`src/rtl/ohc7_pkg.sv`:
```
// Shared constants and helpers for the mod-7 one-hot residue decoder.
// Combinational helpers only; no latency or backpressure involved.
package ohc7_pkg;
    localparam int OHC_W = 7;
    localparam int BIN_W = 3;
    localparam int MOD   = 7;
    localparam logic [BIN_W-1:0] BIN_INVALID = 3'd7;

    // Exactly one bit set: non-zero and clearing the lowest set bit leaves zero.
    function automatic logic is_onehot7(input logic [OHC_W-1:0] v);
        return (v != '0) && ((v & (v - 7'd1)) == '0);
    endfunction
endpackage

```
`src/rtl/ohc7_to_binary_if.sv`:
```
// Stream and error-status bundle for the one-hot to binary decoder.
// master drives words and out_ready; slave (decoder) drives results and in_ready.
interface ohc7_to_binary_if
    import ohc7_pkg::*;
#(
    parameter int ERR_CNT_W = 8
);
    logic                 in_valid;
    logic                 in_ready;
    logic [OHC_W-1:0]     in_ohc;
    logic                 out_valid;
    logic                 out_ready;
    logic [BIN_W-1:0]     out_bin;
    logic                 out_err;
    logic                 err_clr;
    logic [ERR_CNT_W-1:0] err_count;
    logic                 err_sticky;

    modport master (
        output in_valid, in_ohc, out_ready, err_clr,
        input  in_ready, out_valid, out_bin, out_err, err_count, err_sticky
    );

    modport slave (
        input  in_valid, in_ohc, out_ready, err_clr,
        output in_ready, out_valid, out_bin, out_err, err_count, err_sticky
    );
endinterface

```
`src/rtl/ohc7_decode.sv`:
```
// One-hot (mod 7) to binary decode with malformed-word flag.
// Purely combinational, zero latency, no backpressure.
module ohc7_decode
    import ohc7_pkg::*;
(
    input  logic [OHC_W-1:0] ohc_i,
    output logic [BIN_W-1:0] bin_o,
    output logic             err_o
);
    // Any pattern that is not a single set bit lands in default, so no X escapes.
    always_comb begin
        bin_o = BIN_INVALID;
        unique case (ohc_i)
            7'b000_0001: bin_o = 3'd0;
            7'b000_0010: bin_o = 3'd1;
            7'b000_0100: bin_o = 3'd2;
            7'b000_1000: bin_o = 3'd3;
            7'b001_0000: bin_o = 3'd4;
            7'b010_0000: bin_o = 3'd5;
            7'b100_0000: bin_o = 3'd6;
            default:     bin_o = BIN_INVALID;
        endcase
        err_o = !is_onehot7(ohc_i);
    end
endmodule

```
`src/rtl/ohc7_to_binary.sv`:
```
// Two-stage valid/ready decoder: raw word in S1, decoded result in S2, 2-cycle latency.
// in_ready drops only when both stages are full and out_ready is low; errors counted on S2 load.
module ohc7_to_binary
    import ohc7_pkg::*;
#(
    parameter int ERR_CNT_W = 8
)
(
    input  logic              clk,
    input  logic              rst_n,
    ohc7_to_binary_if.slave   bus
);
    localparam logic [ERR_CNT_W-1:0] CNT_ONE = {{(ERR_CNT_W-1){1'b0}}, 1'b1};

    logic                 s1_v_q, s1_v_d;
    logic [OHC_W-1:0]     s1_ohc_q, s1_ohc_d;
    logic                 out_v_q, out_v_d;
    logic [BIN_W-1:0]     bin_q, bin_d;
    logic                 err_q, err_d;
    logic [ERR_CNT_W-1:0] cnt_q, cnt_d;
    logic                 sticky_q, sticky_d;

    logic [BIN_W-1:0]     dec_bin;
    logic                 dec_err;
    logic                 s2_load;
    logic                 in_acc;
    logic                 err_load;

    ohc7_decode u_decode (
        .ohc_i (s1_ohc_q),
        .bin_o (dec_bin),
        .err_o (dec_err)
    );

    assign s2_load      = !out_v_q || bus.out_ready;
    assign bus.in_ready = !s1_v_q || s2_load;
    assign in_acc       = bus.in_valid && bus.in_ready;
    assign err_load     = s2_load && s1_v_q && dec_err;

    always_comb begin
        s1_v_d   = s1_v_q;
        s1_ohc_d = s1_ohc_q;
        out_v_d  = out_v_q;
        bin_d    = bin_q;
        err_d    = err_q;
        cnt_d    = cnt_q;
        sticky_d = sticky_q;

        if (s2_load) begin
            out_v_d = s1_v_q;
            s1_v_d  = 1'b0;
            if (s1_v_q) begin
                bin_d = dec_bin;
                err_d = dec_err;
            end
        end
        if (in_acc) begin
            s1_v_d   = 1'b1;
            s1_ohc_d = bus.in_ohc;
        end

        // Clear first so a same-cycle error still leaves a count of one.
        if (bus.err_clr) begin
            cnt_d    = '0;
            sticky_d = 1'b0;
        end
        if (err_load) begin
            sticky_d = 1'b1;
            if (cnt_d != '1) cnt_d = cnt_d + CNT_ONE;
        end
    end

    always_ff @(posedge clk or negedge rst_n) begin
        if (!rst_n) begin
            s1_v_q   <= 1'b0;
            s1_ohc_q <= '0;
            out_v_q  <= 1'b0;
            bin_q    <= '0;
            err_q    <= 1'b0;
            cnt_q    <= '0;
            sticky_q <= 1'b0;
        end else begin
            s1_v_q   <= s1_v_d;
            s1_ohc_q <= s1_ohc_d;
            out_v_q  <= out_v_d;
            bin_q    <= bin_d;
            err_q    <= err_d;
            cnt_q    <= cnt_d;
            sticky_q <= sticky_d;
        end
    end

    assign bus.out_valid  = out_v_q;
    assign bus.out_bin    = bin_q;
    assign bus.out_err    = err_q;
    assign bus.err_count  = cnt_q;
    assign bus.err_sticky = sticky_q;
endmodule

```
`src/flat_wrapper.sv`:
```
// flat-port wrapper written by rule: the top's interface ports become plain ports
module ohc7_to_binary_flat import ohc7_pkg::*;
#(
    parameter int ERR_CNT_W = 8
)
  (clk, rst_n, bus_in_valid, bus_in_ohc, bus_out_ready, bus_err_clr, bus_in_ready, bus_out_valid, bus_out_bin, bus_out_err, bus_err_count, bus_err_sticky);
  ohc7_to_binary_if #(.ERR_CNT_W(ERR_CNT_W)) bus_i ();
  input  logic clk;
  input  logic rst_n;
  input wire logic [$bits(bus_i.in_valid)-1:0] bus_in_valid;
  input wire logic [$bits(bus_i.in_ohc)-1:0] bus_in_ohc;
  input wire logic [$bits(bus_i.out_ready)-1:0] bus_out_ready;
  input wire logic [$bits(bus_i.err_clr)-1:0] bus_err_clr;
  output wire logic [$bits(bus_i.in_ready)-1:0] bus_in_ready;
  output wire logic [$bits(bus_i.out_valid)-1:0] bus_out_valid;
  output wire logic [$bits(bus_i.out_bin)-1:0] bus_out_bin;
  output wire logic [$bits(bus_i.out_err)-1:0] bus_out_err;
  output wire logic [$bits(bus_i.err_count)-1:0] bus_err_count;
  output wire logic [$bits(bus_i.err_sticky)-1:0] bus_err_sticky;
  assign bus_i.in_valid = bus_in_valid;
  assign bus_i.in_ohc = bus_in_ohc;
  assign bus_i.out_ready = bus_out_ready;
  assign bus_i.err_clr = bus_err_clr;
  assign bus_in_ready = bus_i.in_ready;
  assign bus_out_valid = bus_i.out_valid;
  assign bus_out_bin = bus_i.out_bin;
  assign bus_out_err = bus_i.out_err;
  assign bus_err_count = bus_i.err_count;
  assign bus_err_sticky = bus_i.err_sticky;
  ohc7_to_binary #(.ERR_CNT_W(ERR_CNT_W)) u_core (.clk(clk), .rst_n(rst_n), .bus(bus_i));
endmodule
```
`config.mk`:
```
export PLATFORM = sky130hd
export DESIGN_NAME = ohc7_to_binary_flat
export DESIGN_NICKNAME = d
export VERILOG_FILES = /design/src/rtl/ohc7_pkg.sv /design/src/rtl/ohc7_to_binary_if.sv /design/src/rtl/ohc7_decode.sv /design/src/rtl/ohc7_to_binary.sv /design/src/flat_wrapper.sv
export SDC_FILE = /design/constraint.sdc
export NUM_CORES = 1
export LEC_CHECK = 0
export ABC_AREA = 1
export ABC_CLOCK_PERIOD_IN_PS = 1700
export BUFFER_PORTS_ARGS = -buffer_cell sky130_fd_sc_hd__buf_4
export CORE_MARGIN = 2
export CORE_UTILIZATION = 45
export DETAILED_ROUTE_END_ITERATION = 8
export PLACE_DENSITY = 0.71
export SYNTH_ARGS = -nofsm -noshare
export SYNTH_HDL_FRONTEND = slang
export SYNTH_SLANG_ARGS = --single-unit
```
`constraint.sdc`:
```
create_clock -name clk -period 1.7 [get_ports clk]
set_input_delay 0.34 -clock clk [delete_from_list [all_inputs] [get_ports clk]]
set_output_delay 0.34 -clock clk [all_outputs]
set_load 0.02 [all_outputs]
```
# Word level (Yosys, flattened, before mapping)
# Index checks and enable logic that the tools add are counted.
dict set report totals {
  regBits 22
  elab_cells 40
}
dict set report op_classes {
  n_addsub 2
  eq_ne 8
  mux 8
  bitwise 1
  reduce_logical 14
}
# operator count
set op_table {}
lappend op_table {{$mux 8} 3}
lappend op_table {{$pmux 3 s7} 1}
lappend op_table {{$add 8x1->8 const B} 1}
lappend op_table {{$ne 8x8->1 const B} 1}
lappend op_table {{$and 7x7->7} 1}
lappend op_table {{$eq 7x1->1 const B} 1}
lappend op_table {{$eq 7x2->1 const B} 1}
lappend op_table {{$eq 7x3->1 const B} 1}
lappend op_table {{$eq 7x4->1 const B} 1}
lappend op_table {{$eq 7x5->1 const B} 1}
lappend op_table {{$eq 7x6->1 const B} 1}
lappend op_table {{$eq 7x7->1 const B} 1}
lappend op_table {{$logic_not 7->1} 1}
lappend op_table {{$reduce_bool 7->1} 1}
lappend op_table {{$sub 7x1->7 const B} 1}
lappend op_table {{$logic_and 1x1->1} 4}
lappend op_table {{$mux 1} 4}
lappend op_table {{$reduce_bool 2->1} 2}
lappend op_table {{$logic_not 1->1} 3}
lappend op_table {{$logic_or 1x1->1} 2}
lappend op_table {{$reduce_and 2->1} 1}

# Logic depth before layout (Yosys ltp)
# Gate-level depths: netlist (run 1).
dict set report logic_depth {
  ltp_word 7
  ltp_mapped 10
  mapped_depth_nobuf 10
}

# Modules after synthesis
# A second synthesis (run 1) with hierarchy kept.
dict set report hier_totals {
  cells_unflattened 195
  hier_area_um2 1370.1
}
# module n_inst cells_per_inst area_per_inst_um2 seq_area_each_um2
set by_module_without_submodules {}
lappend by_module_without_submodules {ohc7_to_binary 1 144 1152.4 550.5}
lappend by_module_without_submodules {ohc7_decode 1 51 217.7 0.0}

# Least setup slack after synthesis (run 1)
# No wires, ideal clock.
dict set report synth_timing {
  kind {flip-flop to flip-flop}
  from {register u_core.cnt_q[0], in the netlist u_core.bus.err_count[0]}
  to {register u_core.cnt_q[0], in the netlist u_core.bus.err_count[0]}
  setup_time_ns 0.116
  t_arrival_ns 1.538
  required_time_ns 1.584
  setup_slack_ns 0.046
  path_stages_with_launch 11
  path_buffers 0
  synth_period_minus_slack_ns 1.654
  path_cell_list {dfrtp_1 inv_1 nor2_1 ha_1 nand2_1 nor2_4 nand3_2 nand2_1 nand2_1 nand3_1 nand2_1}
}
dict set report synth_between {
  elab_chain_cells 4
  elab_cells_between_ends 5
  cone_classes {add/sub: 1; eq/ne: 1; mux: 3}
}
# element line
set synth_rtl {}
lappend synth_rtl {{from (decl)} ohc7_to_binary.sv:20} ;# logic [ERR_CNT_W-1:0] cnt_q, cnt_d;
lappend synth_rtl {{from (signal assigned)} ohc7_to_binary.sv:88} ;# cnt_q <= cnt_d;
lappend synth_rtl {{$mux 8 (*)} ohc7_to_binary.sv:63} ;# if (bus.err_clr) begin
lappend synth_rtl {{$add 8x1->8 or $ne 8x8->1 (tied branches)} ohc7_to_binary.sv:69} ;# if (cnt_d != '1) cnt_d = cnt_d + CNT_ONE;
lappend synth_rtl {{$mux 8} ohc7_to_binary.sv:69}
lappend synth_rtl {{$mux 8 (*)} ohc7_to_binary.sv:67} ;# if (err_load) begin
lappend synth_rtl {{named net u_core.cnt_d[0]} ohc7_to_binary.sv:20}
# The timed path passes the listed nets; every way through them passes the cells marked *.
# A chain may end at the register's enable or synchronous reset.

# Worst setup path in the final report (run 1)
dict set report layout_timing {
  from {register u_core.cnt_q[1], in the netlist u_core.bus.err_count[1]}
  to {register u_core.cnt_q[0], in the netlist u_core.bus.err_count[0]}
}
dict set report layout_between {
  elab_chain_cells 4
}
# element line
set layout_rtl {}
lappend layout_rtl {{$mux 8} ohc7_to_binary.sv:63}
lappend layout_rtl {{$ne 8x8->1} ohc7_to_binary.sv:69}
lappend layout_rtl {{$mux 8} ohc7_to_binary.sv:69}
lappend layout_rtl {{$mux 8} ohc7_to_binary.sv:67}
lappend layout_rtl {{named net u_core.cnt_d[0]} ohc7_to_binary.sv:20}
# The timed path passes the listed nets, and every way through them passes these cells.

==> results of run 1 <==
==> routing by layer <==
layer	vias up	share of wire	wire length (µm)	GRT usage
met2	44	0.55	1610	0.355
met5	-	0	0	0
met3	5	0.047	138	0.0220
li1	674	-	-	-
met1	612	0.39	1140	0.228
met4	0	0.014	41	0.0877
==> registers in the layout, summed over array words and instances, names as in the netlist <==
register               count
u_core.bus.out_err         1
u_core.bus.out_valid       1
u_core.s1_ohc_q            7
u_core.bus.err_sticky      1
u_core.s1_v_q              1
u_core.bus.out_bin         3
u_core.bus.err_count       8
==> cells by family after synthesis <==
group,after synthesis
and+or+nand+nor,125
buffers and inverters,27
DFF,22
AOI/OAI and AO/OA,15
muxes,1
adders and majority gates,1
==> worst min path at each step <==
stage,slack (ns),from,to
2_1_floorplan,0.04,rst_n,u_core.bus.err_count[0]$_DFF_PN0_
3_5_place_dp,0.25,rst_n,u_core.bus.err_count[7]$_DFF_PN0_
6_report,0.25,bus_in_ohc[1],u_core.s1_ohc_q[1]$_DFFE_PN0P_
5_1_grt,0.24,bus_in_ohc[1],u_core.s1_ohc_q[1]$_DFFE_PN0P_
4_1_cts,0.24,bus_in_ohc[1],u_core.s1_ohc_q[1]$_DFFE_PN0P_
3_3_place_gp,0.24,rst_n,u_core.bus.err_count[5]$_DFF_PN0_
==> worst max-delay path, stage by stage (launching register included) <==
cell	delay (ns)
dfrtp_1	0.39
inv_1	0.06
nor2_2	0.12
ha_1	0.21
nand2_1	0.12
nor2_4	0.18
nand3_4	0.14
nand2_1	0.08
nand2_1	0.05
nand3_1	0.07
nand2_1	0.06
==> what timing repair did <==
| item | CTS | global route |
|---|---|---|
| endpoints found under the hold margin | 22 | 0 |
| setup endpoints to repair | 0 | 8 |
| setup buffers | 0 | 2 |
| hold buffers | 1 | 0 |
| gates resized for setup | 0 | 3 |
==> final cells by class <==
class / count / share of cell area
Timing Repair Buffer: 33 / 0.149
Clock inverter: 1 / 0.0178
Tap cell: 31 / 0.0230
Multi-Input combinational cell: 142 / 0.415
Clock buffer: 3 / 0.0134
Inverter: 25 / 0.0557
Sequential cell: 22 / 0.327
==> cells in the final DEF (no fill, tap or decap) <==
cell type / Yosys / layout
nor3_1: 1 / 1
clkbuf_4: 0 / 3
inv_1: 24 / 24
nand2_2: 3 / 3
o21ai_0: 5 / 5
dlygate4sd3_1: 0 / 1
nand3_1: 26 / 26
nor2_1: 26 / 24
nand2_1: 58 / 58
inv_2: 1 / 1
nor2_4: 3 / 3
nand2_8: 1 / 1
ha_1: 1 / 1
or2_2: 1 / 1
dfrtp_1: 22 / 22
nand2_4: 1 / 1
a21oi_1: 9 / 9
nor2_2: 2 / 4
nand3_4: 0 / 1
buf_4: 0 / 32
bufinv_16: 0 / 1
mux2_2: 1 / 1
a21oi_4: 1 / 1
nand4_1: 2 / 2
==> through the flow <==
step | instances | setup slack, ns
after floorplan | 191 | 0.0458
after global placement | 250 | 0.0718
after detailed placement | 250 | -0.0321
after CTS | 255 | 0.0372
after global routing | 257 | -0.0180
final | 257 | 0.124
==> power groups by stage <==
stage	clock network (µW)	registers [µW]	logic, µW
CTS	422	624	351
finish	411	622	365
global route	440	630	413
global placement	0	631	337
floorplan	0	661	187
detailed placement	0	635	347
==> results.py, run 1 <==
metrics = {
    "timing": {
        "timing.fmax_mhz": 634,
        "fin_crit_ns": 1.58,
        "setup_violations": 0,
        "finalHoldViolations": 0,
        "slew_headroom": 0.778,
        "finalCritPeriodShare": 0.927,
        "hold_slack_ns": 0.246,
        "worst_pin_slew_ns": 0.331,
        "setup-tns-final_ns": 0,
        "drv_slew": 0,
        "finClkSkew_ns": 0.00937,
    },
    "route": {
        "drt_iter0_markers": 96,
        "drc": 0,
        "vias": 1335,
        "post_drt_wl_per_cell_um": 11.4,
        "firstDrtPassIters": 4,
        "postRouteAntennaNets": 0,
        "wl_um": 2930,
        "via_per_inst": 5.19,
    },
    "power_and_ir_drop": {
        "leakage_uw": 0.000912,
        "powerDensity_nw_per_um2": 830,
        "clock_power_share": 0.294,
        "finalPower_uw": 1400,
        "combPwrFrac": 0.261,
        "vdd_drop_max_uv": 587,
        "p_int_uw": 964,
        "p_seq_frac": 0.445,
        "switching_power_uw": 433,
        "netSwitchingFraction": 0.310,
    },
    "yosys": {
        "synthMuxAreaShare": 0.00840,
        "synth_compound_area_frac": 0.0644,
        "synth_common_cells": "nand2_1, nand3_1, nor2_1",
        "synth.distinct_cells": 21,
        "synth_area_leaders": "dfrtp_1, nand2_1, nand3_1",
        "synth_most_common_cell": "nand2_1",
        "ys.flop_type": "dfrtp_1",
        "postSynthCellCount": 191,
        "yosysTopAreaCell": "dfrtp_1",
        "synth_top_area_share": 0.411,
        "synthAdderAreaFrac": 0.00934,
        "synth_edf_count": 0,
        "yosysSeqAreaShare": 0.411,
        "synth_top_family_by_area": "simple AND/OR/NAND/NOR gates",
        "synthArstFlopShare": 1.00,
        "yosys.area_share.simple": 0.430,
        "synth_area_um2": 1340,
        "synth_seq_cells": 22,
        "synthesis.nets": 204,
        "avgSynthCellArea_um2": 7.02,
        "yosys_warnings": 0,
        "synth_xor_area_frac": 0,
    },
    "layout": {
        "nets": 240,
        "multi_input_area_um2": 698,
        "seqCellArea_um2": 551,
        "diodes": 0,
        "fill_cells": 264,
        "final_core_util": 0.605,
        "area_growth_pct": 25.7,
        "fin_area_um2": 1680,
        "layout-drive-gt1-share": 0.235,
    },
    "critical_path": {
        "cp_max_fo": 8,
        "worstPathRequired_ns": 1.93,
        "timing.rr.start": "u_core.bus.err_count[1]$_DFF_PN0_",
        "arrival_ns": 1.81,
        "crit_path_end": "u_core.bus.err_count[0]$_DFF_PN0_",
        "reg2reg_depth": 10,
        "cp-startpoint": "u_core.bus.err_count[1]$_DFF_PN0_",
        "crit_type": "reg2reg",
        "cp-end-kind": "register",
        "regToRegEndpoint": "u_core.bus.err_count[0]$_DFF_PN0_",
        "start_kind": "register",
        "ff2ff_setup_slack_ns": 0.12,
    },
    "placement": {
        "placed_cell_area_um2": 1590,
        "dp_hpwl_um": 2250,
        "numPortBuffers": 26,
        "place_congestion": 0.879,
    },
    "clock_tree": {
        "root_buffer": "clkbuf_4",
        "cts.sinks": 22,
        "htreeDepth": 1,
        "cts_buffer_depth": 2,
        "clk_latency_ns": 0.32,
        "numCtsBuffers": 3,
        "cts_tree": "done",
        "clk_pin_slew_ns": 0.13,
    },
    "grt": {
        "grt_pass1_vias": 1252,
        "grt_first_pass_wirelength_um": 5180,
        "grt_remaining_overflow": 0,
        "groute.usage.overall": 0.195,
        "grt_max_degree": 23,
        "antenna_found_initial": 0,
    },
    "run_status": {
        "status": "finished, final reports clean",
    },
    "floorplanning": {
        "die_area_um2": 3430,
        "initial_core_util": 0.482,
        "rows": 19,
        "die_x_um": 58.6,
        "core_um2": 2780,
        "ios": 27,
        "die_y_um": 58.6,
    },
    "hold_path": {
        "min_path_type": "in2reg",
        "hold_depth": 2,
    },
    "job": {
        "max_cap_viol_count": 0,
    },
}
No activity file was read; power rests on OpenSTA's default activity.
==> inputs of run 2 (changes only) <==
--- a/config.mk
+++ b/config.mk
@@ -13,3 +13,3 @@
 export DETAILED_ROUTE_END_ITERATION = 8
-export PLACE_DENSITY = 0.71
+export PLACE_DENSITY = 0.69
 export SYNTH_ARGS = -nofsm -noshare
--- a/constraint.sdc
+++ b/constraint.sdc
@@ -3,2 +3,2 @@
 set_output_delay 0.34 -clock clk [all_outputs]
-set_load 0.02 [all_outputs]
+set_load 0.005 [all_outputs]
==> results.py, run 2 (same netlist as run 1, synthesis figures left out) <==
metrics = {
    "power_and_ir_drop": {
        "p_int_uw": 849,
        "vdd_drop_max_uv": 503,
        "switching_power_uw": 374,
        "clock_power_share": 0.229,
        "leakage_uw": 0.000898,
        "netSwitchingFraction": 0.306,
        "powerDensity_nw_per_um2": 736,
        "combPwrFrac": 0.261,
        "p_seq_frac": 0.509,
    },
    "floorplanning": {
        "initial_core_util": 0.482,
        "die_x_um": 58.6,
        "core_um2": 2780,
        "die_y_um": 58.6,
        "ios": 27,
        "rows": 19,
        "die_area_um2": 3430,
    },
    "timing": {
        "rsz0062_at_grt": "false",
        "timing.fmax_mhz": 656,
        "setup_violations": 0,
        "finalCritPeriodShare": 0.897,
        "slew_headroom": 0.781,
        "drv_slew": 0,
        "hold_slack_ns": 0.263,
        "worst_pin_slew_ns": 0.328,
        "fin_crit_ns": 1.52,
        "finClkSkew_ns": 0.00220,
        "finalHoldViolations": 0,
    },
    "placement": {
        "numPortBuffers": 26,
        "dp.cells": 250,
        "place_congestion": 0.896,
        "dp_hpwl_um": 2190,
    },
    "critical_path": {
        "arrival_ns": 1.73,
        "cp-end-kind": "register",
        "start_kind": "register",
        "slowest_delay_ns": 0.36,
        "crit_path_frequent_cell": "nand2_1",
        "worstPathRequired_ns": 1.91,
        "critPathSlowestCell": "dfrtp_1",
        "critical-path-top-delay-family": "simple AND/OR/NAND/NOR gates",
        "cp_max_fo": 8,
        "crit_chain": "inv_1, nor2_1, ha_2, nand2_1, nor2_4, nand3_4, nand2_1, nand2_1, nand3_1, nand2_1",
        "crit_buf_inv": 1,
        "crit_type": "reg2reg",
    },
    "layout": {
        "largest_reg_flops": 8,
        "seqCellArea_um2": 551,
        "layout_commonest_cell": "nand2_1",
        "nets": 239,
        "final-instance-count-excl-fill": 256,
        "fill_cells": 271,
        "diodes": 0,
        "layout_common_cells": "nand2_1, buf_4, nand3_1, nor2_1, inv_1",
        "multi_input_area_um2": 698,
        "area_growth_pct": 23.9,
        "layout-drive-gt1-share": 0.231,
    },
    "route": {
        "via_per_inst": 5.00,
        "vias": 1280,
        "post_drt_wl_per_cell_um": 11.0,
        "wl_um": 2830,
        "postRouteAntennaNets": 0,
        "firstDrtPassIters": 4,
        "drc": 0,
        "drt_iter0_markers": 40,
    },
    "clock_tree": {
        "htreeDepth": 1,
        "numCtsBuffers": 3,
        "cts_buffer_depth": 2,
        "cts.sinks": 22,
        "clk_latency_ns": 0.30,
        "cts_tree": "done",
        "root_buffer": "clkbuf_4",
        "clk_pin_slew_ns": 0.11,
    },
    "grt": {
        "grt_remaining_overflow": 0,
        "grt_first_pass_wirelength_um": 4930,
        "grt_max_degree": 23,
        "grt_pass1_vias": 1257,
        "groute.usage.overall": 0.184,
        "antenna_found_initial": 0,
    },
    "job": {
        "max_cap_viol_count": 0,
    },
    "hold_path": {
        "min_path_type": "in2reg",
    },
    "run_status": {
        "status": "finished, final reports clean",
    },
}
run 2: cell count changes in the layout (fill, tap and decap cells not counted), sizes merged:
cell,previous run,this run
buf,32,31
clkbuf,3,4
bufinv,1,0
run 2: path summary, 6_finish.rpt:
kind	from	end	slack [ns]	depth (start not counted)
setup / recovery	u_core.bus.err_count[1]$_DFF_PN0_	u_core.bus.err_count[0]$_DFF_PN0_	0.18	10
hold / removal	bus_in_ohc[1]	u_core.s1_ohc_q[1]$_DFFE_PN0P_	0.26	2
max in group asynchronous	rst_n	u_core.bus.err_count[1]$_DFF_PN0_	1.04	2
setup reg to reg	u_core.bus.err_count[1]$_DFF_PN0_	u_core.bus.err_count[0]$_DFF_PN0_	0.18	10
min in group asynchronous	rst_n	u_core.s1_ohc_q[6]$_DFFE_PN0P_	0.45	2
hold reg to reg	u_core.bus.err_sticky$_DFFE_PN0P_	u_core.bus.err_sticky$_DFFE_PN0P_	0.50	2
run 2: area by class of cell:
cell class,instances,area share
Tap cell,31,0.0234
Clock buffer,4,0.0219
Multi-Input combinational cell,142,0.420
Sequential cell,22,0.332
Inverter,25,0.0565
Timing Repair Buffer,32,0.146
run 2: per-stage QoR:
stage	area, µm²	utilization	worst slack, ns	TNS, ns	power (µW)
finish	1660	0.597	0.175	0	1220
global route	1660	0.597	0.0112	0	1310
CTS	1640	0.590	0.0709	0	1230
detailed placement	1590	0.573	-0.00429	-0.00429	945
global placement	1590	0.573	0.0692	0	935
floorplan	1340	-	0.168	0	815
run 2: power groups by stage:
| stage | registers [µW] | clock network (µW) | logic (µW) |
|---|---|---|---|
| 3_5_place_dp | 634 | 0 | 312 |
| 5_1_grt | 632 | 313 | 364 |
| 4_1_cts | 623 | 292 | 315 |
| 6_report | 623 | 280 | 319 |
| 2_1_floorplan | 631 | 0 | 185 |
| 3_3_place_gp | 631 | 0 | 303 |
run 2: what timing repair did:
item,in CTS,in global routing
endpoints found under the hold margin,22,0
setup buffers,0,1
resized for setup,0,3
hold buffers,1,0
setup endpoints to repair,0,8
run 2: routing by layer:
layer	vias to the layer above	track usage	wire (µm)
li1	672	-	-
met1	580	0.211	1220
met2	23	0.348	1480
met3	5	0.0198	95
met4	0	0.0682	34
met5	-	0	0
